===== src/rtl/morse_pkg.sv =====
// ---------------------------------------------------------------------------
// morse_pkg
// Shared definitions for the Morse receiver:
//   - letter codes A..Z = 0..25
//   - element encoding (dot = 0, dash = 1) and element pattern/length types
//   - receiver state enum
//   - decode_letter(): (len, pat) -> {ok, code}
// Patterns are built by shifting each new element into the LSB, so the first
// element of a letter ends up in the highest used bit and unused upper bits
// are zero.
// ---------------------------------------------------------------------------
package morse_pkg;

    localparam logic [4:0] LTR_A = 5'd0,  LTR_B = 5'd1,  LTR_C = 5'd2,  LTR_D = 5'd3,
                           LTR_E = 5'd4,  LTR_F = 5'd5,  LTR_G = 5'd6,  LTR_H = 5'd7,
                           LTR_I = 5'd8,  LTR_J = 5'd9,  LTR_K = 5'd10, LTR_L = 5'd11,
                           LTR_M = 5'd12, LTR_N = 5'd13, LTR_O = 5'd14, LTR_P = 5'd15,
                           LTR_Q = 5'd16, LTR_R = 5'd17, LTR_S = 5'd18, LTR_T = 5'd19,
                           LTR_U = 5'd20, LTR_V = 5'd21, LTR_W = 5'd22, LTR_X = 5'd23,
                           LTR_Y = 5'd24, LTR_Z = 5'd25;

    localparam logic EL_DOT  = 1'b0;
    localparam logic EL_DASH = 1'b1;

    localparam int unsigned MAX_ELEMENTS = 4;

    typedef logic [2:0] el_len_t;
    typedef logic [3:0] el_pat_t;

    typedef enum logic [1:0] {
        ST_IDLE,
        ST_MARK,
        ST_SPACE,
        ST_DISCARD
    } rx_state_e;

    typedef struct packed {
        logic       ok;
        logic [4:0] code;
    } decode_t;

    function automatic decode_t decode_letter(input el_len_t len, input el_pat_t pat);
        decode_t r;
        r.ok   = 1'b1;
        r.code = '0;
        case ({len, pat})
            {3'd1, 4'b0000}: r.code = LTR_E;
            {3'd1, 4'b0001}: r.code = LTR_T;
            {3'd2, 4'b0000}: r.code = LTR_I;
            {3'd2, 4'b0001}: r.code = LTR_A;
            {3'd2, 4'b0010}: r.code = LTR_N;
            {3'd2, 4'b0011}: r.code = LTR_M;
            {3'd3, 4'b0000}: r.code = LTR_S;
            {3'd3, 4'b0001}: r.code = LTR_U;
            {3'd3, 4'b0010}: r.code = LTR_R;
            {3'd3, 4'b0011}: r.code = LTR_W;
            {3'd3, 4'b0100}: r.code = LTR_D;
            {3'd3, 4'b0101}: r.code = LTR_K;
            {3'd3, 4'b0110}: r.code = LTR_G;
            {3'd3, 4'b0111}: r.code = LTR_O;
            {3'd4, 4'b0000}: r.code = LTR_H;
            {3'd4, 4'b0001}: r.code = LTR_V;
            {3'd4, 4'b0010}: r.code = LTR_F;
            {3'd4, 4'b0100}: r.code = LTR_L;
            {3'd4, 4'b0110}: r.code = LTR_P;
            {3'd4, 4'b0111}: r.code = LTR_J;
            {3'd4, 4'b1000}: r.code = LTR_B;
            {3'd4, 4'b1001}: r.code = LTR_X;
            {3'd4, 4'b1010}: r.code = LTR_C;
            {3'd4, 4'b1011}: r.code = LTR_Y;
            {3'd4, 4'b1100}: r.code = LTR_Z;
            {3'd4, 4'b1101}: r.code = LTR_Q;
            default:         r.ok   = 1'b0;
        endcase
        return r;
    endfunction

endpackage


===== src/rtl/morse_unit_tick.sv =====
// ---------------------------------------------------------------------------
// morse_unit_tick
// Down-counting divider that produces a one-cycle tick once per Morse unit.
// The first tick comes UNIT_CYCLES cycles after reset release.
// Ports:
//   clock   - system clock
//   reset_n - synchronous, active-low reset (loads UNIT_CYCLES-1)
//   tick    - high for one cycle every UNIT_CYCLES cycles
// ---------------------------------------------------------------------------
module morse_unit_tick #(
    parameter int unsigned UNIT_CYCLES = 25000000
) (
    input  logic clock,
    input  logic reset_n,
    output logic tick
);

    localparam int unsigned       CNT_W  = $clog2(UNIT_CYCLES);
    localparam logic [CNT_W-1:0]  RELOAD = CNT_W'(UNIT_CYCLES - 1);

    logic [CNT_W-1:0] r_count;

    assign tick = (r_count == '0);

    always_ff @(posedge clock) begin
        if (!reset_n) begin
            r_count <= RELOAD;
        end else if (tick) begin
            r_count <= RELOAD;
        end else begin
            r_count <= r_count - 1'b1;
        end
    end

endmodule


===== src/rtl/morse_receiver.sv =====
// ---------------------------------------------------------------------------
// morse_receiver
// Samples a serial Morse line once per unit, measures mark/space run lengths,
// classifies marks as dot (1..2 units) or dash (>=3 units), assembles up to
// four elements and decodes them to a 5-bit letter code (A=0 .. Z=25).
// Ports:
//   clock        - system clock
//   reset_n      - synchronous, active-low reset
//   line_in      - serial Morse line, 1 = mark (2-FF synchronised)
//   letter       - last decoded letter code, held until the next decode
//   letter_valid - one-cycle pulse, letter valid this cycle
//   error        - one-cycle pulse on malformed input
//   word_gap     - one-cycle pulse on an inter-word gap
// Optional build macro MORSE_RX_WORD_GAP_EN enables word_gap detection; when
// undefined word_gap is tied to 0 and no gap counter exists.
// ---------------------------------------------------------------------------
module morse_receiver #(
    parameter int unsigned UNIT_CYCLES = 25000000,
    parameter int unsigned MAX_MARK    = 7
) (
    input  logic       clock,
    input  logic       reset_n,
    input  logic       line_in,
    output logic [4:0] letter,
    output logic       letter_valid,
    output logic       error,
    output logic       word_gap
);

    import morse_pkg::*;

    localparam int unsigned       RUN_W    = $clog2(MAX_MARK + 1);
    localparam logic [RUN_W-1:0]  RUN_ONE  = RUN_W'(1);
    localparam logic [RUN_W-1:0]  RUN_TWO  = RUN_W'(2);
    localparam logic [RUN_W-1:0]  RUN_DASH = RUN_W'(3);
    localparam logic [RUN_W-1:0]  RUN_MAX  = RUN_W'(MAX_MARK);

    logic             w_tick;
    logic             w_s;
    decode_t          w_dec;

    logic             r_sync1;
    logic             r_sync2;
    rx_state_e        r_state;
    logic [RUN_W-1:0] r_run;
    el_pat_t          r_pat;
    el_len_t          r_len;
    logic [1:0]       r_zeros;
    logic [4:0]       r_letter;
    logic             r_letter_valid;
    logic             r_error;

`ifdef MORSE_RX_WORD_GAP_EN
    logic             r_word_gap;
    logic             r_gap_armed;
    logic [2:0]       r_gap;
`endif

    morse_unit_tick #(
        .UNIT_CYCLES(UNIT_CYCLES)
    ) u_tick (
        .clock  (clock),
        .reset_n(reset_n),
        .tick   (w_tick)
    );

    assign w_s   = r_sync2;
    assign w_dec = decode_letter(r_len, r_pat);

    always_ff @(posedge clock) begin
        if (!reset_n) begin
            r_sync1 <= 1'b0;
            r_sync2 <= 1'b0;
        end else begin
            r_sync1 <= line_in;
            r_sync2 <= r_sync1;
        end
    end

    always_ff @(posedge clock) begin
        if (!reset_n) begin
            r_state        <= ST_IDLE;
            r_run          <= '0;
            r_pat          <= '0;
            r_len          <= '0;
            r_zeros        <= '0;
            r_letter       <= '0;
            r_letter_valid <= 1'b0;
            r_error        <= 1'b0;
`ifdef MORSE_RX_WORD_GAP_EN
            r_word_gap     <= 1'b0;
            r_gap_armed    <= 1'b0;
            r_gap          <= '0;
`endif
        end else begin
            r_letter_valid <= 1'b0;
            r_error        <= 1'b0;
`ifdef MORSE_RX_WORD_GAP_EN
            r_word_gap     <= 1'b0;
`endif
            if (w_tick) begin
                case (r_state)
                    ST_IDLE: begin
                        if (w_s) begin
                            r_state <= ST_MARK;
                            r_run   <= RUN_ONE;
                            r_pat   <= '0;
                            r_len   <= '0;
`ifdef MORSE_RX_WORD_GAP_EN
                            r_gap_armed <= 1'b0;
                            r_gap       <= '0;
`endif
                        end
`ifdef MORSE_RX_WORD_GAP_EN
                        // Gap count continues from the 3 units already seen in SPACE.
                        else if (r_gap_armed) begin
                            if (r_gap == 3'd6) begin
                                r_word_gap  <= 1'b1;
                                r_gap_armed <= 1'b0;
                            end
                            r_gap <= r_gap + 1'b1;
                        end
`endif
                    end
                    ST_MARK: begin
                        if (w_s) begin
                            if (r_run == RUN_MAX) begin
                                r_error <= 1'b1;
                                r_state <= ST_DISCARD;
                                r_zeros <= '0;
                            end else begin
                                r_run <= r_run + 1'b1;
                            end
                        end else if (r_len == el_len_t'(MAX_ELEMENTS)) begin
                            r_error <= 1'b1;
                            r_state <= ST_DISCARD;
                            r_zeros <= '0;
                        end else begin
                            r_pat   <= {r_pat[2:0], (r_run >= RUN_DASH) ? EL_DASH : EL_DOT};
                            r_len   <= r_len + 1'b1;
                            r_state <= ST_SPACE;
                            r_run   <= RUN_ONE;
                        end
                    end
                    ST_SPACE: begin
                        if (w_s) begin
                            r_state <= ST_MARK;
                            r_run   <= RUN_ONE;
                        end else if (r_run == RUN_TWO) begin
                            // Third consecutive space unit ends the letter.
                            if (w_dec.ok) begin
                                r_letter       <= w_dec.code;
                                r_letter_valid <= 1'b1;
`ifdef MORSE_RX_WORD_GAP_EN
                                r_gap_armed    <= 1'b1;
                                r_gap          <= 3'd3;
`endif
                            end else begin
                                r_error <= 1'b1;
                            end
                            r_state <= ST_IDLE;
                        end else begin
                            r_run <= r_run + 1'b1;
                        end
                    end
                    ST_DISCARD: begin
                        if (w_s) begin
                            r_zeros <= '0;
                        end else if (r_zeros == 2'd2) begin
                            r_zeros <= '0;
                            r_state <= ST_IDLE;
                        end else begin
                            r_zeros <= r_zeros + 1'b1;
                        end
                    end
                    default: r_state <= ST_IDLE;
                endcase
            end
        end
    end

    assign letter       = r_letter;
    assign letter_valid = r_letter_valid;
    assign error        = r_error;

`ifdef MORSE_RX_WORD_GAP_EN
    assign word_gap = r_word_gap;
`else
    assign word_gap = 1'b0;
`endif

endmodule


===== config.mk =====
export PLATFORM = sky130hd
export DESIGN_NAME = morse_receiver
export DESIGN_NICKNAME = d
export VERILOG_FILES = /design/src/rtl/morse_pkg.sv /design/src/rtl/morse_unit_tick.sv /design/src/rtl/morse_receiver.sv
export SDC_FILE = /design/constraint.sdc
export NUM_CORES = 1
export LEC_CHECK = 0
export ABC_AREA = 1
export CAP_MARGIN = 10
export CORE_MARGIN = 2
export CORE_UTILIZATION = 50
export DETAILED_ROUTE_END_ITERATION = 6
export PLACE_DENSITY = 0.7
export SYNTH_ARGS = -nofsm -noshare
export SYNTH_HDL_FRONTEND = slang
export SYNTH_SLANG_ARGS = --single-unit

===== constraint.sdc =====
create_clock -name clock -period 1.8 [get_ports clock]
set_input_delay 0.54 -clock clock [delete_from_list [all_inputs] [get_ports clock]]
set_output_delay 0.54 -clock clock [all_outputs]
set_load 0.01 [all_outputs]

==> results of run 1 <==
## cell usage after synthesis
cell	count	share of area [%]
nand2_1	87	11
nor2_1	83	11
inv_1	51	6.5
dfxtp_1	48	33
nand3_1	35	6.0
a21oi_1	28	4.8
o21ai_0	20	3.4
ha_1	17	7.2
nor2_2	11	2.3
nor3_1	10	1.7
nand4_1	7	1.5
nand2_2	6	1.3
xor2_1	6	1.8
o21ai_1	4	0.68
buf_6	3	1.1
inv_2	3	0.38
nor2_4	3	1.1
nor4_1	3	0.64
buf_4	2	0.51
nand3_2	2	0.68
nand3b_1	2	0.51
xnor2_1	2	0.60
a21boi_0	1	0.26
buf_2	1	0.17
clkbuf_1	1	0.13
clkbuf_2	1	0.17
conb_1	1	0.13
nand2_4	1	0.38
nand4_2	1	0.43
nor3_4	1	0.55
o2111ai_1	1	0.30
o22ai_1	1	0.21
or2_2	1	0.21
## kinds of logic after synthesis
kind of cell / after synthesis / share of synthesized area, %
simple gates: 253 / 38.99
buf+inv: 62 / 9.013
compound gates: 55 / 9.609
flops: 48 / 32.65
fa+ha+maj: 17 / 7.228
xor+xnor: 8 / 2.381
other cells: 1 / 0.1274
## cell type report
cell class | count | share of cell area (%)
inverters | 54 | 6.109
well taps | 72 | 2.618
repair buffers | 24 | 6.000
clock inverters | 2 | 0.4364
flip-flops and latches | 48 | 28.15
clock buffers | 6 | 2.400
multi-input cells | 335 | 54.29
## stage by stage
| stage | TNS (ns) | utilization (%) | total power [mW] |
|---|---|---|---|
| after global routing | -0.1329 | 61.36 | 1.911 |
| after detailed placement | 0 | 56.31 | 1.159 |
| after floorplan | 0 | - | 1.139 |
| after CTS | 0 | 58.08 | 1.845 |
| after global placement | 0 | 56.31 | 1.158 |
| final | 0 | 61.36 | 1.837 |
## worst min-delay path, stage by stage, from the launching register on
cell and delay (ns):
dfxtp_1 0.31, nand2_1 0.05, inv_1 0.03
## state kept, by name, indices dropped and copies added (netlist names)
register / cells
r_len: 3
r_sync1: 1
letter: 5
r_state: 2
u_tick.r_count: 25
r_sync2: 1
letter_valid: 1
r_zeros: 2
r_run: 3
error: 1
r_pat: 4
## power groups by stage
stage               logic [mW]  clock network (mW)  registers, mW
CTS                     0.0592               0.711           1.08
detailed placement      0.0587                   0           1.10
global placement        0.0583                   0           1.10
finish                  0.0720               0.688           1.08
global route            0.0822               0.749           1.08
floorplan               0.0424                   0           1.10
## layer usage
layer  vias up  global-route usage [%]  share of wire [%]
met3        14                   3.146                3.8
met2        67                   33.83                 44
met1      1301                   30.87                 50
met5         -                       0                  0
li1       1471                       -                  -
met4         0                   8.136                1.7
## what timing repair did
action / 4_1_cts / 5_1_grt
cloned: 0 / 1
pin swaps: 0 / 14
setup endpoints to repair: 1 / 25
gates resized for setup: 1 / 52
buffers inserted: 0 / 2
## how the worst max path moves through the flow
stage / end
floorplan: r_len[0]
global placement: letter[4]
detailed placement: r_run[1]
CTS: r_run[1]
global route: u_tick.r_count[14]
finish: letter[1]
==> results.md, run 1 <==
- Flop-to-flop setup slack: 0.12 ns
- Crit. Startpoint: letter[1]
- TritonCTS sink count: 48
- NetSw: 427.3 µW
- RR Startpoint: r_len[0]
- Status: complete, no violations
- CP peak stage delay: roughly 0.54 ns
- Worst hold path class: reg2reg
- Clock Skew: 0.005676 ns
- Worst path depth: 1
- First-pass GRT wire length: 11.29 mm
- Clock Power Share: between 30% and 40%
- Critical Path RT: 1.26 ns
- Post-synthesis instance area: 0.002943 mm²
- Placed inst area: 0.003158 mm²
- # fillers: 561
- FP Rows: 27
- Post-CTS Hold Buffers: 0
- Max-cap violations: 0
- Post-synth cell types: 33
- Pwr dens: 534.0 mW/mm²
- Synthesized Nets: 464
- Fmax: 570.6 MHz
- Inserted Clock Buffers: 5
- Post-Syn Area per Cell: 6.628 µm²
- Number of global-route vias before repair: 2568
- Yosys Warn Count: 0
- RSZ-0062 raised after global routing: true
- Flop pwr share: 58.6%
- RD Place Congestion: roughly 0.99
- Sequential-to-total area share from yosys stat: around 33%
- R2R depth: 10
- Vias/cell: 5.274
- Crit-path cells: clkdlybuf4s50_1
- Synth-to-Final Area Change: 16.92%
- Reg2reg end: r_pat[0]
- DRT Wirelength: 6.635 mm
- Worst Slack Setup Final: between 0.04 and 0.05 ns
- Num ports: 11
- Storage element area: 968.4 µm²
- Commonest non-fill, non-tap cell in the layout: nand2_1
- Total track usage: 21.86%
- Switch share: about a quarter
- Period utilisation layout: 97.37%
- Clk buf depth: 2
- Hold path startpoint: r_sync1
- Multi-input logic area: 0.001868 mm²
- Maximum vdd drop: 0.0002923 V
- Nets: 488
- Lkg Pwr: 1.444 nW
- DR pass1 iterations: 5
- CP max-delay cell: clkdlybuf4s50_1
- Largest net degree at the start of global routing: 16
- Pre-CTS setup slack: 0.01670 ns
- Cells after DPL: 530
- Full die area: 0.006515 mm²
- Cell-internal power: 1.410 mW
- Syn Inst Count: 444
- Final Hold Viols: 0
- CP Buf/Inv Count: 1
- Commonest non-fill, non-tap cells in the layout: 79 x nand2_1, 73 x nor2_1, 48 x inv_1, 42 x dfxtp_1, 34 x nand3_1
- Finish-stage setup viols: 0
- Vias: 2853
- Crit Path Category: reg2out
- Minimum clock period: 1.753 ns
- Routed Antenna Nets: 0
- Worst Path Arrival: about 1.2 ns
- Clk root buf: clkbuf_8
- Post-DR wirelength/cell: 12.26 µm
- Ant. Diodes: 0
- Fin area: 0.003441 mm²
- Post-DP HPWL: 5.042 mm
- Cell family with most CP delay: buffers and inverters
- TritonCTS clock tree: built
- Residual DRC count: 0
- Initial drt markers: 151
- CP Capture Type: primary output
- Port bufs: 9
- Die W: around 81 µm
- Initial Utilization: 52.48%
- H-tree Lvls: 2
- Total congestion overflow: 0
- Core area: around 0.0056 mm²
- Non-filler instance count after layout: about 540
- Yosys reg bits: 48
- Hold Path Sink: r_sync2
- Combinational power share: under 10%
- Initial antenna violation count: 0
- Clk slew on worst S/H paths: 0.09 ns
- Critical path fanouts, max: 2
- Startpoint types: flip-flop
- Hold Path Depth: 2
- Share of cells above drive strength 1: 18.76%
- Chip height: 80.72 µm
- Hold slack final: 0.4244 ns
- Worst-Skew Late Latency: 0.30 ns
- Max-slew violation count: 0
Power figures use the tool's default switching activity.
==> run 2, diff against run 1 <==
--- a/config.mk
+++ b/config.mk
@@ -7,7 +7,6 @@
 export LEC_CHECK = 0
 export ABC_AREA = 1
 export CAP_MARGIN = 10
-export CORE_MARGIN = 2
 export CORE_UTILIZATION = 50
 export DETAILED_ROUTE_END_ITERATION = 6
 export PLACE_DENSITY = 0.7
==> run 2 against run 1 <==
  * Non-clock buffer count is 2 higher
  * Largest cell class unchanged
  * Critical path depth stayed put
  * Maximum frequency is 1.6% higher
  * Power is 0.59% lower
  * Wire length is 4.2% lower
  * Highest routed layer unchanged
  * Sequential power hardly changed
  * Core utilization is 0.10 points higher
  * Die area is 4.9% lower
==> results.md, run 2 (synthesized netlist as in run 1, its figures left out) <==
- Status: complete, no violations
- Chip height: 78.72 µm (-2.5%)
- # fillers: 531 (-5.3%)
- Worst-Skew Late Latency: 0.30 ns (about the same)
- Largest net degree at the start of global routing: 16 (unchanged)
- Initial antenna violation count: 0 (unchanged)
- Crit-path cells: clkdlybuf4s50_1
- Max-slew violation count: 0 (unchanged)
- TritonCTS clock tree: built
- Lkg Pwr: 1.474 nW (+2.1%)
- Initial Utilization: 52.79% (+0.32 points)
- Routed Antenna Nets: 0 (unchanged)
- Maximum vdd drop: 0.0003934 V (+35%)
- Post-DR wirelength/cell: 11.70 µm (-4.6%)
- Inserted Clock Buffers: 5 (unchanged)
- Final Hold Viols: 0 (unchanged)
- FP Rows: 27 (unchanged)
- Core area: 0.005574 mm² (-0.60%)
- Critical Path RT: 1.26 ns (about the same)
- Clk slew on worst S/H paths: 0.09 ns (about the same)
- Worst Slack Setup Final: 0.07526 ns (+0.02792 ns)
- Clock Skew: 0.007393 ns (+0.001717 ns)
- Port bufs: 9 (unchanged)
- RSZ-0062 raised after global routing: true
- Crit. Startpoint: letter[1]
- Vias/cell: 5.101 (-3.3%)
- Hold slack final: 0.4247 ns (+0.0003130 ns)
- Total congestion overflow: 0 (unchanged)
- Num ports: 11 (unchanged)
- Final Power: 1.826 mW (-0.59%)
- Placed inst area: 0.003178 mm² (+0.63%)
- CP max-delay cell: clkdlybuf4s50_1
- Die W: 78.72 µm (-2.5%)
- Cell family with most CP delay: buffers and inverters
- TritonCTS sink count: 48 (unchanged)
- Full die area: 0.006196 mm² (-4.9%)
- Fmax: 579.8 MHz (+1.6%)
- DRT Wirelength: 6.354 mm (-4.2%)
- H-tree Lvls: 2 (unchanged)
- Hold path startpoint: r_sync1
- DR pass1 iterations: 4 (-1)
- Util after Layout: 61.46% (+0.10 points)
- Worst Path Arrival: 1.18 ns (-0.03 ns)
- Period utilisation layout: 95.82% (-1.6 points)
- Max-cap violations: 0 (unchanged)
- Startpoint types: flip-flop
- Fin area: 0.003426 mm² (-0.44%)
- Vias: 2770 (-2.9%)
- Post-DP HPWL: 4.858 mm (-3.6%)
- Share of cells above drive strength 1: 17.41% (-1.4 points)
- Number of global-route vias before repair: 2574 (+0.23%)
- Synth-to-Final Area Change: 16.41%
- Residual DRC count: 0 (unchanged)
- Clk buf depth: 2 (unchanged)
- Minimum clock period: 1.725 ns (-0.02792 ns)
- Clk root buf: clkbuf_8
- Pre-CTS setup slack: 0.04899 ns (+0.03229 ns)
- Reg with most FFs: u_tick.r_count
- Finish-stage setup viols: 0 (unchanged)
- RR Startpoint: r_len[0]
- Commonest non-fill, non-tap cell in the layout: nand2_1
- Crit Path Category: reg2out
- First-pass GRT wire length: 10.94 mm (-3.1%)
- Commonest non-fill, non-tap cells in the layout: 86 x nand2_1, 73 x nor2_1, 49 x inv_1, 45 x dfxtp_1, 34 x nand3_1
- Post-CTS Hold Buffers: 0 (unchanged)
- RD Place Congestion: 0.9317 (-5.8%)
- CP peak stage delay: 0.54 ns (about the same)
- Total track usage: 21.93% (+0.066 points)
- Pwr dens: 533.1 mW/mm² (-0.16%)
- CP Capture Type: primary output
- Initial drt markers: 172 (+14%)
- Ant. Diodes: 0 (unchanged)
- Max reg flops: 25 (unchanged)
- Critical path fanouts, max: 2 (unchanged)
- Nets: 490 (+0.41%)
- CP Buf/Inv Count: 1 (unchanged)
- Worst hold path class: reg2reg
## run 2: path summary, 6_finish.rpt
check | endpoint | slack (ns) | cells past startpoint
min | r_sync2 | 0.42 | 2
max reg2reg | r_pat[3] | 0.10 | 10
max | letter[1] | 0.08 | 1
min reg2reg | r_sync2 | 0.42 | 2
## run 2: what timing repair did
item                                    4_1_cts  5_1_grt
endpoints found under the setup margin        0       26
hold endpoints to repair                      0        0
buffers inserted                              0        3
gates resized for setup                       0       38
## run 2: area by class of cell
type	count	area [µm²]	area share [%]
repair buffers	26	234.0	6.830
clock inverters	2	15.01	0.4383
well taps	72	90.09	2.630
flip-flops and latches	48	967.2	28.23
multi-input cells	335	1832	53.47
clock buffers	6	82.58	2.411
inverters	54	205.2	5.990
## run 2: report_power, final
| group | internal, mW | switching, mW | total (mW) |
|---|---|---|---|
| combinational | 0.0255 | 0.0380 | 0.0634 |
| clock | 0.312 | 0.378 | 0.690 |
| sequential | 1.07 | 0.00635 | 1.07 |
## run 2: through the flow
step	setup TNS [ns]	std cells
2_1_floorplan	0	444
3_3_place_gp	0	531
3_5_place_dp	0	531
4_1_cts	0	539
5_1_grt	-0.01119	543
6_report	0	543
## run 2: metal layers
metal / up-vias / part of all wire [%] / global-route usage, %
met3: 10 / 2.4 / 3.333
met2: 38 / 46 / 35.83
met1: 1246 / 50 / 29.54
met5: - / 0 / 0
li1: 1476 / - / -
met4: 0 / 1.7 / 7.037
==> run 3, diff against run 2 <==
--- a/config.mk
+++ b/config.mk
@@ -9,7 +9,8 @@
 export CAP_MARGIN = 10
 export CORE_UTILIZATION = 50
 export DETAILED_ROUTE_END_ITERATION = 6
-export PLACE_DENSITY = 0.7
+export PLACE_DENSITY_LB_ADDON = 0.3
 export SYNTH_ARGS = -nofsm -noshare
 export SYNTH_HDL_FRONTEND = slang
 export SYNTH_SLANG_ARGS = --single-unit
+export TNS_END_PERCENT = 20
==> run 3 against run 2 <==
  * Combinational power decreased by 4.7%
  * Die area is the same
  * Core utilization shrank 0.72 points
  * Maximum frequency is 0.50% lower
  * Global-route usage grew 0.14 points
  * Count of clock-buffer cells in the layout unchanged
  * Critical path type unchanged
  * Design area decreased by 1.2%
  * Worst setup slack worse by 0.0086 ns
  * Sequential share of layout area is 0.37 points higher
  * Power grew 7.6%
==> results.md, run 3 (synthesized netlist as in run 1, its figures left out) <==
- Status: complete, no violations
- Max-slew violation count: 0 (unchanged)
- Number of global-route vias before repair: 2554 (-0.78%)
- Minimum clock period: 1.733 ns (+0.008582 ns)
- DR pass1 iterations: 4 (unchanged)
- Clock Skew: 0.004451 ns (-0.002941 ns)
- Share of cells above drive strength 1: 16.92% (-0.49 points)
- Startpoint types: flip-flop
- R2R depth: 12 (+2)
- Commonest non-fill, non-tap cells in the layout: 84 x nand2_1, 72 x nor2_1, 48 x inv_1, 44 x dfxtp_1, 35 x nand3_1
- Routed Antenna Nets: 0 (unchanged)
- Reg with most FFs: u_tick.r_count
- RSZ-0062 raised after global routing: true
- CP max-delay cell: clkdlybuf4s50_1
- Core area: 0.005574 mm² (unchanged)
- Worst path depth: 1 (unchanged)
- CP Buf/Inv Count: 1 (unchanged)
- Commonest non-fill, non-tap cell in the layout: nand2_1
- Finish-stage setup viols: 0 (unchanged)
- Maximum vdd drop: 0.0003075 V (-22%)
- DRT Wirelength: 6.430 mm (+1.2%)
- Max-cap violations: 0 (unchanged)
- Total congestion overflow: 0 (unchanged)
- Cells after DPL: 530 (-0.19%)
- Vias: 2777 (+0.25%)
- Pwr dens: 580.6 mW/mm² (+8.9%)
- Clk root buf: clkbuf_8
- Pre-CTS setup slack: 0.04617 ns (-0.002816 ns)
- Vias/cell: 5.152 (+1.0%)
- Critical path fanouts, max: 2 (unchanged)
- Full die area: 0.006196 mm² (unchanged)
- Initial drt markers: 134 (-22%)
- First-pass GRT wire length: 10.98 mm (+0.37%)
- Residual DRC count: 0 (unchanged)
- Final Power: 1.966 mW (+7.6%)
- Ant. Diodes: 0 (unchanged)
- Synth-to-Final Area Change: 15.05%
- Initial antenna violation count: 0 (unchanged)
- CP peak stage delay: 0.54 ns (about the same)
- TritonCTS clock tree: built
- Worst Slack Setup Final: 0.06667 ns (-0.008582 ns)
- Largest net degree at the start of global routing: 16 (unchanged)
- Post-DP HPWL: 4.993 mm (+2.8%)
- Util after Layout: 60.74% (-0.72 points)
- Total track usage: 22.06% (+0.14 points)
- Worst-Skew Late Latency: 0.31 ns (about the same)
- Post-CTS Hold Buffers: 0 (unchanged)
- Hold Path Depth: 1 (-1)
- Post-route setup TNS: 0 ns (unchanged)
- Crit Path Category: reg2out
- Final Hold Viols: 0 (unchanged)
- FP Rows: 27 (unchanged)
- Clk slew on worst S/H paths: 0.09 ns (about the same)
- Non-filler instance count after layout: 539 (-0.74%)
- Crit-path cells: clkdlybuf4s50_1
- H-tree Lvls: 2 (unchanged)
- Die W: 78.72 µm (unchanged)
- Inserted Clock Buffers: 5 (unchanged)
- Initial Utilization: 52.79% (unchanged)
- Critical Path RT: 1.26 ns (about the same)
- CP Capture Type: primary output
- Nets: 486 (-0.82%)
- Clk buf depth: 2 (unchanged)
- Port bufs: 9 (unchanged)
- Cell family with most CP delay: buffers and inverters
- RD Place Congestion: 0.9388 (+0.76%)
- Storage element area: 968.4 µm² (+0.13%)
- Worst Path Arrival: 1.19 ns (about the same)
- Chip height: 78.72 µm (unchanged)
- Period utilisation layout: 96.30% (+0.48 points)
- TritonCTS sink count: 48 (unchanged)
- # fillers: 539 (+1.5%)
- Multi-input logic area: 0.001795 mm² (-2.0%)
- Worst hold path class: reg2reg
- Fmax: 576.9 MHz (-0.50%)
- Max reg flops: 25 (unchanged)
- Num ports: 11 (unchanged)
- Lkg Pwr: 1.459 nW (-0.98%)
- Post-DR wirelength/cell: 11.93 µm (+1.9%)
==> run 3: area by class of cell <==
type	instances	share of cell area, %
clock buffer	6	2.439
timing repair buffer	23	5.987
sequential	48	28.60
inverter	54	6.135
multi-input combinational	334	53.03
clock inverter	2	1.146
tap	72	2.661
==> run 3: timing repair <==
action                                  4_1_cts  5_1_grt
hold endpoints to repair                      0        0
buffers inserted                              0        1
endpoints found under the setup margin        0       22
resized for setup                             0       38
==> run 3: stage by stage <==
stage | area [µm²] | hold slack (ns)
after global routing | 3386 | 0.4491
after global placement | 3158 | 0.3921
final | 3386 | 0.4235
after detailed placement | 3158 | 0.4021
after floorplan | 2943 | 0.3785
after CTS | 3279 | 0.4232
==> run 3: power by group <==
group	total [mW]	internal (mW)	leakage (nW)	switching [mW]
Sequential	1.07	1.07	0.390	0.00673
Clock	0.831	0.455	0.0614	0.377
Combinational	0.0604	0.0222	1.01	0.0383
==> run 3: worst paths after layout <==
check / from / endpoint / slack [ns]
worst max-delay path: letter[1] / letter[1] / 0.07
worst min-delay path: u_tick.r_count[0] / u_tick.r_count[0] / 0.42
worst max register to register: r_len[0] / letter[4] / 0.12
worst min register to register: u_tick.r_count[0] / u_tick.r_count[0] / 0.42
==> run 3: metal layers <==
metal | global-route usage (%) | vias up | share of wire [%]
li1 | - | 1467 | -
met1 | 29.29 | 1250 | 49
met2 | 35.91 | 48 | 46
met3 | 3.563 | 12 | 3.5
met4 | 8.148 | 0 | 1.6
met5 | 0 | - | 0
==> run 3: worst register-to-register path: cells and delay by family, from the launching register on <==
kind          cells  cell delay (ns)
simple gates      9             0.89
flops             1             0.37
fa+ha+maj         1             0.20
buf+inv           2             0.12
